`config.mk`:
```
export PLATFORM = sky130hd
export DESIGN_NAME = pipe_hazard_unit
export DESIGN_NICKNAME = d
export VERILOG_FILES = /design/src/rtl/pipe_ctrl_pkg.sv /design/src/rtl/sat_counter.sv /design/src/rtl/pipe_hazard_unit.sv
export SDC_FILE = /design/constraint.sdc
export NUM_CORES = 1
export LEC_CHECK = 0
export CAP_MARGIN = 20
export CORE_MARGIN = 1.5
export CORE_UTILIZATION = 30
export CTS_CLUSTER_DIAMETER = 100
export CTS_CLUSTER_SIZE = 40
export DETAILED_ROUTE_END_ITERATION = 16
export SYNTH_ARGS = -nofsm -noshare
export SYNTH_HDL_FRONTEND = slang
export SYNTH_SLANG_ARGS = --single-unit
```
`constraint.sdc`:
```
create_clock -name clock -period 2.1 [get_ports clock]
set_input_delay 0.42 -clock clock [delete_from_list [all_inputs] [get_ports clock]]
set_output_delay 0.42 -clock clock [all_outputs]
set_load 0.01 [all_outputs]
```
`src/rtl/pipe_ctrl_pkg.sv`:
```
// Shared types and constants for the pipeline hazard/stage-control unit.
package pipe_ctrl_pkg;

  typedef logic [1:0] state_t;
  localparam state_t RUN   = 2'd0;
  localparam state_t STALL = 2'd1;
  localparam state_t FLUSH = 2'd2;

  localparam logic [1:0] FWD_RF = 2'b00;
  localparam logic [1:0] FWD_X  = 2'b01;
  localparam logic [1:0] FWD_WB = 2'b10;

  localparam logic [7:0] NOP_INSTR = 8'b00001010;

  // Shadow entries carry the widest supported register index; narrower
  // indices are zero-extended on the way in.
  localparam int REG_IDX_W = 4;
  typedef logic [REG_IDX_W-1:0] reg_idx_t;

  typedef struct packed {
    logic     valid;
    logic     wr;
    reg_idx_t rd;
    logic     is_load;
  } shadow_t;

  function automatic logic src_match(input shadow_t e, input logic used, input reg_idx_t src);
    return used && e.valid && e.wr && (e.rd == src);
  endfunction

endpackage

```
`src/rtl/sat_counter.sv`:
```
// Saturating up-counter with synchronous clear; clear wins over increment.
module sat_counter #(
  parameter int WIDTH = 16
) (
  input  logic             clock,
  input  logic             reset,
  input  logic             inc,
  input  logic             clr,
  output logic [WIDTH-1:0] count
);

  always_ff @(posedge clock) begin
    if (!reset)
      count <= '0;
    else if (clr)
      count <= '0;
    else if (inc && (count != '1))
      count <= count + WIDTH'(1);
  end

endmodule

```
`src/rtl/pipe_hazard_unit.sv`:
```
// Hazard detection, operand forwarding and stage-load control for the
// 4-stage core, driven by a two-entry shadow of the X and WB stages.
module pipe_hazard_unit
  import pipe_ctrl_pkg::*;
#(
  parameter int REG_ADDR_W  = 2,
  parameter int CNT_W       = 16,
  parameter int FLUSH_SLOTS = 1,
  parameter int FWD_EN      = 1
) (
  input  logic                  clock,
  input  logic                  reset,
  input  logic                  hold,
  input  logic                  rf_valid,
  input  logic [REG_ADDR_W-1:0] rf_rs1,
  input  logic [REG_ADDR_W-1:0] rf_rs2,
  input  logic                  rf_rs1_used,
  input  logic                  rf_rs2_used,
  input  logic                  rf_wr,
  input  logic [REG_ADDR_W-1:0] rf_rd,
  input  logic                  rf_is_load,
  input  logic                  br_taken,
  input  logic                  clr_cnt,
  output logic                  pc_write,
  output logic                  s1_load,
  output logic                  s2_load,
  output logic                  s3_load,
  output logic                  s4_load,
  output logic [3:0]            nop_sel,
  output logic [1:0]            fwd_a,
  output logic [1:0]            fwd_b,
  output logic                  busy,
  output logic [CNT_W-1:0]      cycle_cnt,
  output logic [CNT_W-1:0]      stall_cnt,
  output logic [CNT_W-1:0]      flush_cnt
);

  shadow_t  x_q, wb_q, rf_entry;
  state_t   state_q, mode;
  logic [1:0] flush_left;
  reg_idx_t rs1_idx, rs2_idx;
  logic x_a, x_b, wb_a, wb_b;
  logic stall_cond, flush_active, branch_go;

  assign rs1_idx  = reg_idx_t'(rf_rs1);
  assign rs2_idx  = reg_idx_t'(rf_rs2);
  assign rf_entry = '{valid: rf_valid, wr: rf_wr, rd: reg_idx_t'(rf_rd), is_load: rf_is_load};

  assign x_a  = rf_valid && src_match(x_q,  rf_rs1_used, rs1_idx);
  assign x_b  = rf_valid && src_match(x_q,  rf_rs2_used, rs2_idx);
  assign wb_a = rf_valid && src_match(wb_q, rf_rs1_used, rs1_idx);
  assign wb_b = rf_valid && src_match(wb_q, rf_rs2_used, rs2_idx);

  // Stalls are resolved in the same cycle the dependent instruction sits in
  // RF, so STALL is never held in state_q; it only appears in mode.
  assign stall_cond = (FWD_EN != 0) ? ((x_a || x_b) && x_q.is_load)
                                    : (x_a || x_b || wb_a || wb_b);
  assign flush_active = (state_q == FLUSH) && !stall_cond;
  assign branch_go    = (state_q == RUN) && br_taken && !stall_cond;

  always_comb begin
    mode = RUN;
    if (stall_cond)
      mode = STALL;
    else if (state_q == FLUSH)
      mode = FLUSH;
  end

  assign busy = reset && (mode != RUN);

  always_comb begin
    pc_write = 1'b1;
    s1_load  = 1'b1;
    s2_load  = 1'b1;
    s3_load  = 1'b1;
    s4_load  = 1'b1;
    nop_sel  = 4'b0000;
    fwd_a    = FWD_RF;
    fwd_b    = FWD_RF;
    if (reset) begin
      if (FWD_EN != 0) begin
        fwd_a = x_a ? FWD_X : (wb_a ? FWD_WB : FWD_RF);
        fwd_b = x_b ? FWD_X : (wb_b ? FWD_WB : FWD_RF);
      end
      if (hold) begin
        pc_write = 1'b0;
        s1_load  = 1'b0;
        s2_load  = 1'b0;
        s3_load  = 1'b0;
        s4_load  = 1'b0;
      end else if (stall_cond) begin
        pc_write   = 1'b0;
        s1_load    = 1'b0;
        s2_load    = 1'b0;
        nop_sel[2] = 1'b1;
      end else begin
        nop_sel[0] = flush_active;
      end
    end
  end

  always_ff @(posedge clock) begin
    if (!reset) begin
      x_q        <= '0;
      wb_q       <= '0;
      state_q    <= RUN;
      flush_left <= '0;
    end else if (!hold) begin
      if (s3_load)
        x_q <= nop_sel[2] ? '0 : rf_entry;
      if (s4_load)
        wb_q <= x_q;
      if (branch_go) begin
        state_q    <= FLUSH;
        flush_left <= 2'(FLUSH_SLOTS);
      end else if (flush_active) begin
        flush_left <= flush_left - 2'd1;
        if (flush_left == 2'd1)
          state_q <= RUN;
      end
    end
  end

  sat_counter #(.WIDTH(CNT_W)) u_cycle_cnt (
    .clock(clock), .reset(reset), .inc(!hold), .clr(clr_cnt), .count(cycle_cnt)
  );

  sat_counter #(.WIDTH(CNT_W)) u_stall_cnt (
    .clock(clock), .reset(reset), .inc(!hold && stall_cond), .clr(clr_cnt), .count(stall_cnt)
  );

  sat_counter #(.WIDTH(CNT_W)) u_flush_cnt (
    .clock(clock), .reset(reset), .inc(!hold && flush_active), .clr(clr_cnt), .count(flush_cnt)
  );

endmodule
```
==> flow_metrics.py, run 1 <==
metrics = {
    "setup_path": {
        "path_class": "in -> out",
        "r2r_start": "x_q[2]",
        "r2r_end": "u_stall_cnt.count[2]",
        "crit_fanout": 3,
        "cp_cell_sequence": "clkdlybuf4s15_2 -> xor2_4 -> or4_4 -> buf_6 -> nand3_4 -> nand2_4 -> buf_6",
        "crit_path_top_delay_cell": "or4_4",
        "rrSetupSlack_ns": 0.10,
        "worstRegToRegCells": 7,
        "max_stage_delay_ns": 0.53,
        "worst_ep_arrival_time_ns": 1.84,
        "worst_path_most_repeated_cell": "buf_6",
        "required_ns": 1.68,
        "endpoint_kind": "primary output",
        "critical_path.startpoint_type": "primary input",
    },
    "global_routing": {
        "antenna_found_initial": 0,
        "grt_max_degree": 18,
        "grt_pass1_wl_mm": 15.59,
        "grt_pass1_vias": 3253,
        "gr-total-overflow": 0,
        "gr-usage-all-layers_pct": 17.17,
    },
    "floorplanning": {
        "core_area_mm2": 0.01042,
        "io_pins": 78,
        "dieWidth_um": 106.9,
        "die_h_um": 106.9,
        "dieArea_mm2": 0.01143,
        "rows": 37,
        "initial_core_util_pct": 31.11,
    },
    "min_path": {
        "hold_depth": 2,
        "hold-path-endpoint": "u_flush_cnt.count[11]",
        "hold_start": "u_flush_cnt.count[11]",
        "hold_path_class": "reg -> reg",
    },
    "power_and_ir_drop": {
        "p_leak_nw": 1.710,
        "p_switching_uw": 621.8,
        "intPower_mw": 1.929,
        "max-vdd-ir-drop_v": 0.0002291,
        "comb_power_share_pct": 9.0,
        "power_density_mw_per_mm2": 525.1,
        "power.total_mw": 2.551,
        "p_sw_share_pct": 24.37,
        "p_clk_share_pct": 45.2,
        "pwr-share-seq_pct": 45.8,
    },
    "synth": {
        "synthAdderAreaFrac_pct": 1.544,
        "synth.area.mux_share_pct": 1.544,
        "synth_compound_area_share_pct": 18.19,
        "post_synth_num_cell_types": 57,
        "synth_top_family_by_area": "simple AND/OR/NAND/NOR gates",
        "synth.avg_cell_area_um2": 8.331,
        "synthArstFlopShare_pct": 0,
        "ys_seq_area_share_pct": 37.07,
        "netlist_area_mm2": 0.003241,
        "synth-simple-area-share_pct": 31.04,
        "yosysWarnings": 0,
        "synthCells": 389,
        "ys_seq_elements": 60,
        "yosys_most_used_dff": "dfxtp_1",
        "synth_xor_area_share_pct": 5.676,
        "synth_enable_flop_cells": 0,
    },
    "finish": {
        "nets": 533,
        "syn_to_final_growth_pct": 49.92,
        "final_area_mm2": 0.004858,
        "diodes": 0,
        "drive_gt1_share_pct": 24.32,
        "fin_util_pct": 46.64,
    },
    "placed_design": {
        "place.gp.congestion": 0.8729,
        "placed_cell_area_mm2": 0.004437,
        "hpwl_mm": 6.974,
        "port_buffers": 75,
        "pre_cts_ws_ns": -0.7779,
    },
    "timing": {
        "final.period_utilization_pct": 107.4,
        "slew_headroom_pct": 66.55,
        "tightest_slew_ns": 0.4980,
        "setup_viol": 5,
        "final_hold_viol_count": 0,
        "period_needed_ns": 2.256,
        "holdWs_ns": 0.4999,
        "fmax_mhz": 443.2,
        "slew_viol_final": 0,
        "skew_ns": 0.009645,
        "setup_ws_ns": -0.1563,
        "rsz0062_at_grt": "yes",
    },
    "run_status": {
        "outcome": "finished with violations",
        "failed_checks": "setup timing",
    },
    "cts": {
        "clock_latency_ns": 0.34,
        "clock_sinks": 60,
        "h-tree-depth": 3,
        "cts_tree": "built",
        "clk_pin_slew_ns": 0.07,
        "root_buffer": "clkbuf_8",
        "clockBufferDepth": 2,
        "cts_hold_buf": 0,
        "cts_buffers": 9,
    },
    "routing": {
        "vias": 3411,
        "drt_iter0_drc": 110,
        "dr.pass1.iters": 4,
        "wire_per_inst_um": 14.77,
        "drt_wl_total_mm": 9.660,
        "drc": 0,
        "via_per_inst": 5.216,
        "detail-route-antenna-nets": 0,
    },
    "flow_run": {
        "maxCapViolCount": 0,
    },
}
[worst max-delay path: cells and delay by family]
family / cells / cell delay (ns)
and+or+nand+nor: 3 / 0.67
buffers and inverters: 3 / 0.51
xor gates and xnor gates: 1 / 0.22
[layout make-up]
| class | count | area [µm²] |
|---|---|---|
| inverter | 10 | 37.54 |
| clock buffer | 10 | 127.6 |
| fill | 990 | 5558 |
| timing repair buffer | 134 | 1181 |
| sequential | 60 | 1211 |
| clock inverter | 6 | 88.84 |
| multi-input combinational | 298 | 2042 |
| tap | 136 | 170.2 |
[worst max path at each step]
| stage | startpoint | endpoint | slack, ns | cells past startpoint |
|---|---|---|---|---|
| final | rf_rs2[1] | pc_write | -0.16 | 7 |
| after global routing | x_q[2] | s1_load | -0.20 | 6 |
| after CTS | x_q[2] | pc_write | -0.16 | 6 |
| after floorplan | rf_valid | busy | 0.008 | 6 |
| after detailed placement | rf_rs2[1] | nop_sel[0] | -0.78 | 7 |
| after global placement | rf_valid | busy | -0.77 | 7 |
[per-stage QoR]
stage	std cells	setup TNS, ns
final	654	-0.6569
after global routing	654	-1.029
after CTS	648	-0.6672
after detailed placement	629	-20.68
after global placement	629	-18.47
after floorplan	390	0
[placed cells by master (no fill, tap or decap), drive strengths merged, types with 3 or more instances in the layout]
| cell | netlist | final |
|---|---|---|
| a21oi | 31 | 31 |
| a31oi | 4 | 4 |
| and3 | 8 | 8 |
| and4 | 3 | 3 |
| buf | 12 | 67 |
| clkbuf | 10 | 11 |
| clkdlybuf4s15 | 0 | 5 |
| clkdlybuf4s50 | 0 | 55 |
| dfxtp | 60 | 60 |
| dlygate4sd2 | 0 | 5 |
| ha | 4 | 4 |
| inv | 10 | 10 |
| mux2i | 5 | 5 |
| nand2 | 37 | 37 |
| nand3 | 29 | 29 |
| nand4 | 11 | 11 |
| nor2 | 36 | 36 |
| nor3 | 6 | 6 |
| nor4 | 10 | 10 |
| o2111ai | 5 | 5 |
| o211ai | 4 | 4 |
| o21ai | 16 | 16 |
| o31ai | 15 | 15 |
| or2 | 4 | 4 |
| or3 | 8 | 8 |
| or4 | 20 | 20 |
| xnor2 | 4 | 4 |
| xor2 | 17 | 17 |
[kinds of logic after synthesis]
logic type | Yosys count
AO/OA/AOI/OAI | 86
multiplexers | 5
flip-flops | 60
buffers and inverters | 32
AND/OR/NAND/NOR | 180
other | 1
adder cells (fa/ha/maj) | 4
XOR/XNOR | 21
[cells in the mapped netlist, types with 2 or more instances]
| master | instances | area, µm² |
|---|---|---|
| o21ai_0 | 16 | 80.08 |
| and4_1 | 3 | 26.28 |
| nor4_1 | 9 | 56.30 |
| nor3_1 | 4 | 20.02 |
| xor2_1 | 17 | 148.9 |
| a41o_1 | 2 | 20.02 |
| buf_4 | 6 | 45.04 |
| o2111ai_1 | 4 | 35.03 |
| or3_1 | 8 | 50.05 |
| a21oi_1 | 30 | 150.1 |
| or4_1 | 17 | 127.6 |
| clkbuf_1 | 9 | 33.78 |
| nand4_1 | 11 | 68.82 |
| a31oi_1 | 4 | 25.02 |
| ha_1 | 4 | 50.05 |
| o211ai_1 | 3 | 22.52 |
| buf_2 | 4 | 20.02 |
| nand2_1 | 36 | 135.1 |
| nor3_4 | 2 | 32.53 |
| mux2i_1 | 5 | 50.05 |
| nand3_1 | 28 | 140.1 |
| xnor2_1 | 4 | 35.03 |
| and3_1 | 8 | 50.05 |
| o31ai_1 | 15 | 112.6 |
| inv_1 | 9 | 33.78 |
| nor2_1 | 36 | 135.1 |
| or4_4 | 3 | 33.78 |
| or2_2 | 4 | 25.02 |
| dfxtp_1 | 60 | 1201 |
[registers in the layout (all words and copies together), names as in the netlist]
name,count
wb_q,4
x_q,5
u_stall_cnt.count,16
state_q,1
u_flush_cnt.count,16
u_cycle_cnt.count,16
flush_left,2
[power by group through the flow]
stage | Combinational, mW | Sequential (mW) | Clock, mW
detailed placement | 0.207 | 1.19 | 0
floorplan | 0.101 | 1.19 | 0
global placement | 0.202 | 1.19 | 0
finish | 0.230 | 1.17 | 1.15
CTS | 0.217 | 1.17 | 1.18
global route | 0.249 | 1.17 | 1.22
[what timing repair did]
action / in CTS / in global routing
pin swaps: 18 / 4
resized for setup: 82 / 10
setup endpoints to repair: 35 / 18
setup buffers: 3 / 6
[metal layers]
layer	global-route usage, %	vias up	share of wire (%)
li1	-	1696	-
met1	21.22	1616	46
met2	29.40	79	48
met3	3.769	20	4.2
met4	5.905	0	1.9
met5	0	-	0
Power figures use the tool's default switching activity.
==> inputs of run 2 (changes only) <==
--- a/config.mk
+++ b/config.mk
@@ -7,10 +7,11 @@
 export LEC_CHECK = 0
 export CAP_MARGIN = 20
 export CORE_MARGIN = 1.5
-export CORE_UTILIZATION = 30
+export CORE_UTILIZATION = 45
 export CTS_CLUSTER_DIAMETER = 100
 export CTS_CLUSTER_SIZE = 40
 export DETAILED_ROUTE_END_ITERATION = 16
+export PLACE_DENSITY = 0.76
 export SYNTH_ARGS = -nofsm -noshare
 export SYNTH_HDL_FRONTEND = slang
 export SYNTH_SLANG_ARGS = --single-unit
==> run 2 against run 1 <==
Net effect:
- the run still ends with setup timing left
- sequential power is essentially flat
- worst hold slack lost 0.0044 ns
- wire length shrank 0.64%
- design area shrank 0.10%
- core utilization grew 24 points
- critical path depth is the same
- combinational power shrank 2%
- clock power is essentially flat
- largest cell class unchanged
==> flow_metrics.py, run 2 (synthesis gave the netlist of run 1 again) <==
metrics = {
    "run_status": {
        "outcome": "finished with violations",
        "failed_checks": "setup timing",
    },
    "routing": {
        "vias": 3501,
        "drc": 0,
        "wire_per_inst_um": 15.66,
        "drt_iter0_drc": 151,
        "drt_wl_total_mm": 9.598,
        "via_per_inst": 5.711,
        "detail-route-antenna-nets": 0,
        "dr.pass1.iters": 5,
    },
    "floorplanning": {
        "io_pins": 78,
        "dieWidth_um": 87.86,
        "core_area_mm2": 0.006869,
        "rows": 30,
        "dieArea_mm2": 0.007719,
        "die_h_um": 87.86,
        "initial_core_util_pct": 47.18,
    },
    "power_and_ir_drop": {
        "comb_power_share_pct": 8.9,
        "p_switching_uw": 597.0,
        "p_clk_share_pct": 45.0,
        "max-vdd-ir-drop_v": 0.0003363,
        "power_density_mw_per_mm2": 522.5,
        "pwr-share-seq_pct": 46.1,
        "intPower_mw": 1.939,
        "p_sw_share_pct": 23.54,
        "p_leak_nw": 1.716,
    },
    "setup_path": {
        "critical_path.startpoint_type": "flip-flop",
        "required_ns": 1.68,
        "path_class": "reg -> out",
        "r2r_start": "x_q[2]",
        "worstRegToRegCells": 10,
        "worst_ep_arrival_time_ns": 1.86,
        "max_stage_delay_ns": 0.51,
        "rrSetupSlack_ns": 0.01,
        "crit_path_top_delay_cell": "or4_4",
        "crit_start": "x_q[2]",
        "worst_path_most_repeated_cell": "nor2_2",
        "cp_cell_sequence": "xor2_4 -> or4_4 -> buf_6 -> nand2_4 -> nor2_2 -> nor2_2 -> buf_2",
        "r2r_end": "u_stall_cnt.count[7]",
        "crit_fanout": 3,
        "endpoint_kind": "primary output",
    },
    "timing": {
        "slew_viol_final": 0,
        "rsz0062_at_grt": "yes",
        "slew_headroom_pct": 60.48,
        "final_hold_viol_count": 0,
        "final.period_utilization_pct": 108.3,
        "fmax_mhz": 439.5,
        "setup_ws_ns": -0.1753,
        "period_needed_ns": 2.275,
        "skew_ns": 0.007060,
        "tightest_slew_ns": 0.5874,
        "setup_viol": 6,
        "holdWs_ns": 0.4955,
        "setup-tns-final_ns": -0.6806,
    },
    "finish": {
        "syn_to_final_growth_pct": 49.77,
        "diodes": 0,
        "largest_registers": "u_cycle_cnt.count (16), u_flush_cnt.count (16), u_stall_cnt.count (16)",
        "nets": 532,
        "fin_util_pct": 70.66,
        "final_area_mm2": 0.004853,
        "layout.cells.non_filler": 613,
        "drive_gt1_share_pct": 24.56,
        "final_cell_mix": "56 x dfxtp_1, 56 x clkdlybuf4s50_1, 50 x buf_4",
    },
    "global_routing": {
        "grt_pass1_wl_mm": 14.35,
        "antenna_found_initial": 0,
        "grt_max_degree": 18,
        "gr-total-overflow": 0,
        "grt_pass1_vias": 3161,
        "gr-usage-all-layers_pct": 23.87,
    },
    "placed_design": {
        "placed_cell_area_mm2": 0.004364,
        "placed_cells": 586,
        "place.gp.congestion": 0.8626,
        "hpwl_mm": 6.436,
        "port_buffers": 75,
    },
    "cts": {
        "cts_buffers": 9,
        "root_buffer": "clkbuf_8",
        "clock_latency_ns": 0.34,
        "clk_pin_slew_ns": 0.07,
        "clock_sinks": 60,
        "clockBufferDepth": 2,
        "cts_tree": "built",
        "h-tree-depth": 3,
        "cts_hold_buf": 0,
    },
    "flow_run": {
        "maxCapViolCount": 0,
    },
    "min_path": {
        "hold_start": "u_stall_cnt.count[4]",
        "hold_path_class": "reg -> reg",
        "hold-path-endpoint": "u_stall_cnt.count[4]",
        "hold_depth": 2,
    },
}
==> run 2: worst max-delay path by stage <==
stage / to / slack, ns / depth (start not counted)
6_report: busy / -0.18 / 7
5_1_grt: busy / -0.24 / 7
4_1_cts: busy / -0.17 / 7
3_5_place_dp: busy / -0.77 / 7
3_3_place_gp: busy / -0.72 / 7
2_1_floorplan: busy / 0.008 / 6
==> run 2: timing repair <==
action / CTS / global route
pin swaps: 15 / 13
setup buffers: 4 / 7
gates cloned: 0 / 1
resized for setup: 71 / 24
endpoints found under the setup margin: 39 / 25
==> run 2: worst max-delay path: cells and delay by family (launching register included) <==
family	cells	cell delay (ns)
buf+inv	2	0.27
xor+xnor	1	0.17
simple gates	4	0.70
flops	1	0.38
==> run 2: power by group through the flow <==
stage / Sequential, mW / Combinational, mW / Clock (mW)
final: 1.17 / 0.226 / 1.14
after detailed placement: 1.19 / 0.198 / 0
after floorplan: 1.19 / 0.101 / 0
after CTS: 1.17 / 0.215 / 1.15
after global routing: 1.17 / 0.244 / 1.20
after global placement: 1.19 / 0.194 / 0
==> run 2: layout make-up <==
| cell class | instances | area (µm²) |
|---|---|---|
| clock inverters | 3 | 42.54 |
| multi-input cells | 298 | 2044 |
| repair buffers | 133 | 1216 |
| inverters | 10 | 40.04 |
| fillers | 529 | 2016 |
| well taps | 96 | 120.1 |
| flip-flops and latches | 60 | 1211 |
| clock buffers | 13 | 178.9 |
==> run 2: per-stage QoR <==
stage | total power [mW] | worst slack [ns]
6_report | 2.536 | -0.1753
5_1_grt | 2.612 | -0.2371
4_1_cts | 2.533 | -0.1746
3_5_place_dp | 1.389 | -0.7702
3_3_place_gp | 1.385 | -0.7241
2_1_floorplan | 1.289 | 0.008473
==> run 2: metal layers <==
metal / up-vias / share of wire, % / GRT usage (%)
met1: 1643 / 41 / 28.72
met3: 24 / 6.5 / 5.090
met4: 0 / 2.6 / 11.69
met2: 145 / 50 / 40.32
met5: - / 0 / 0
li1: 1689 / - / -
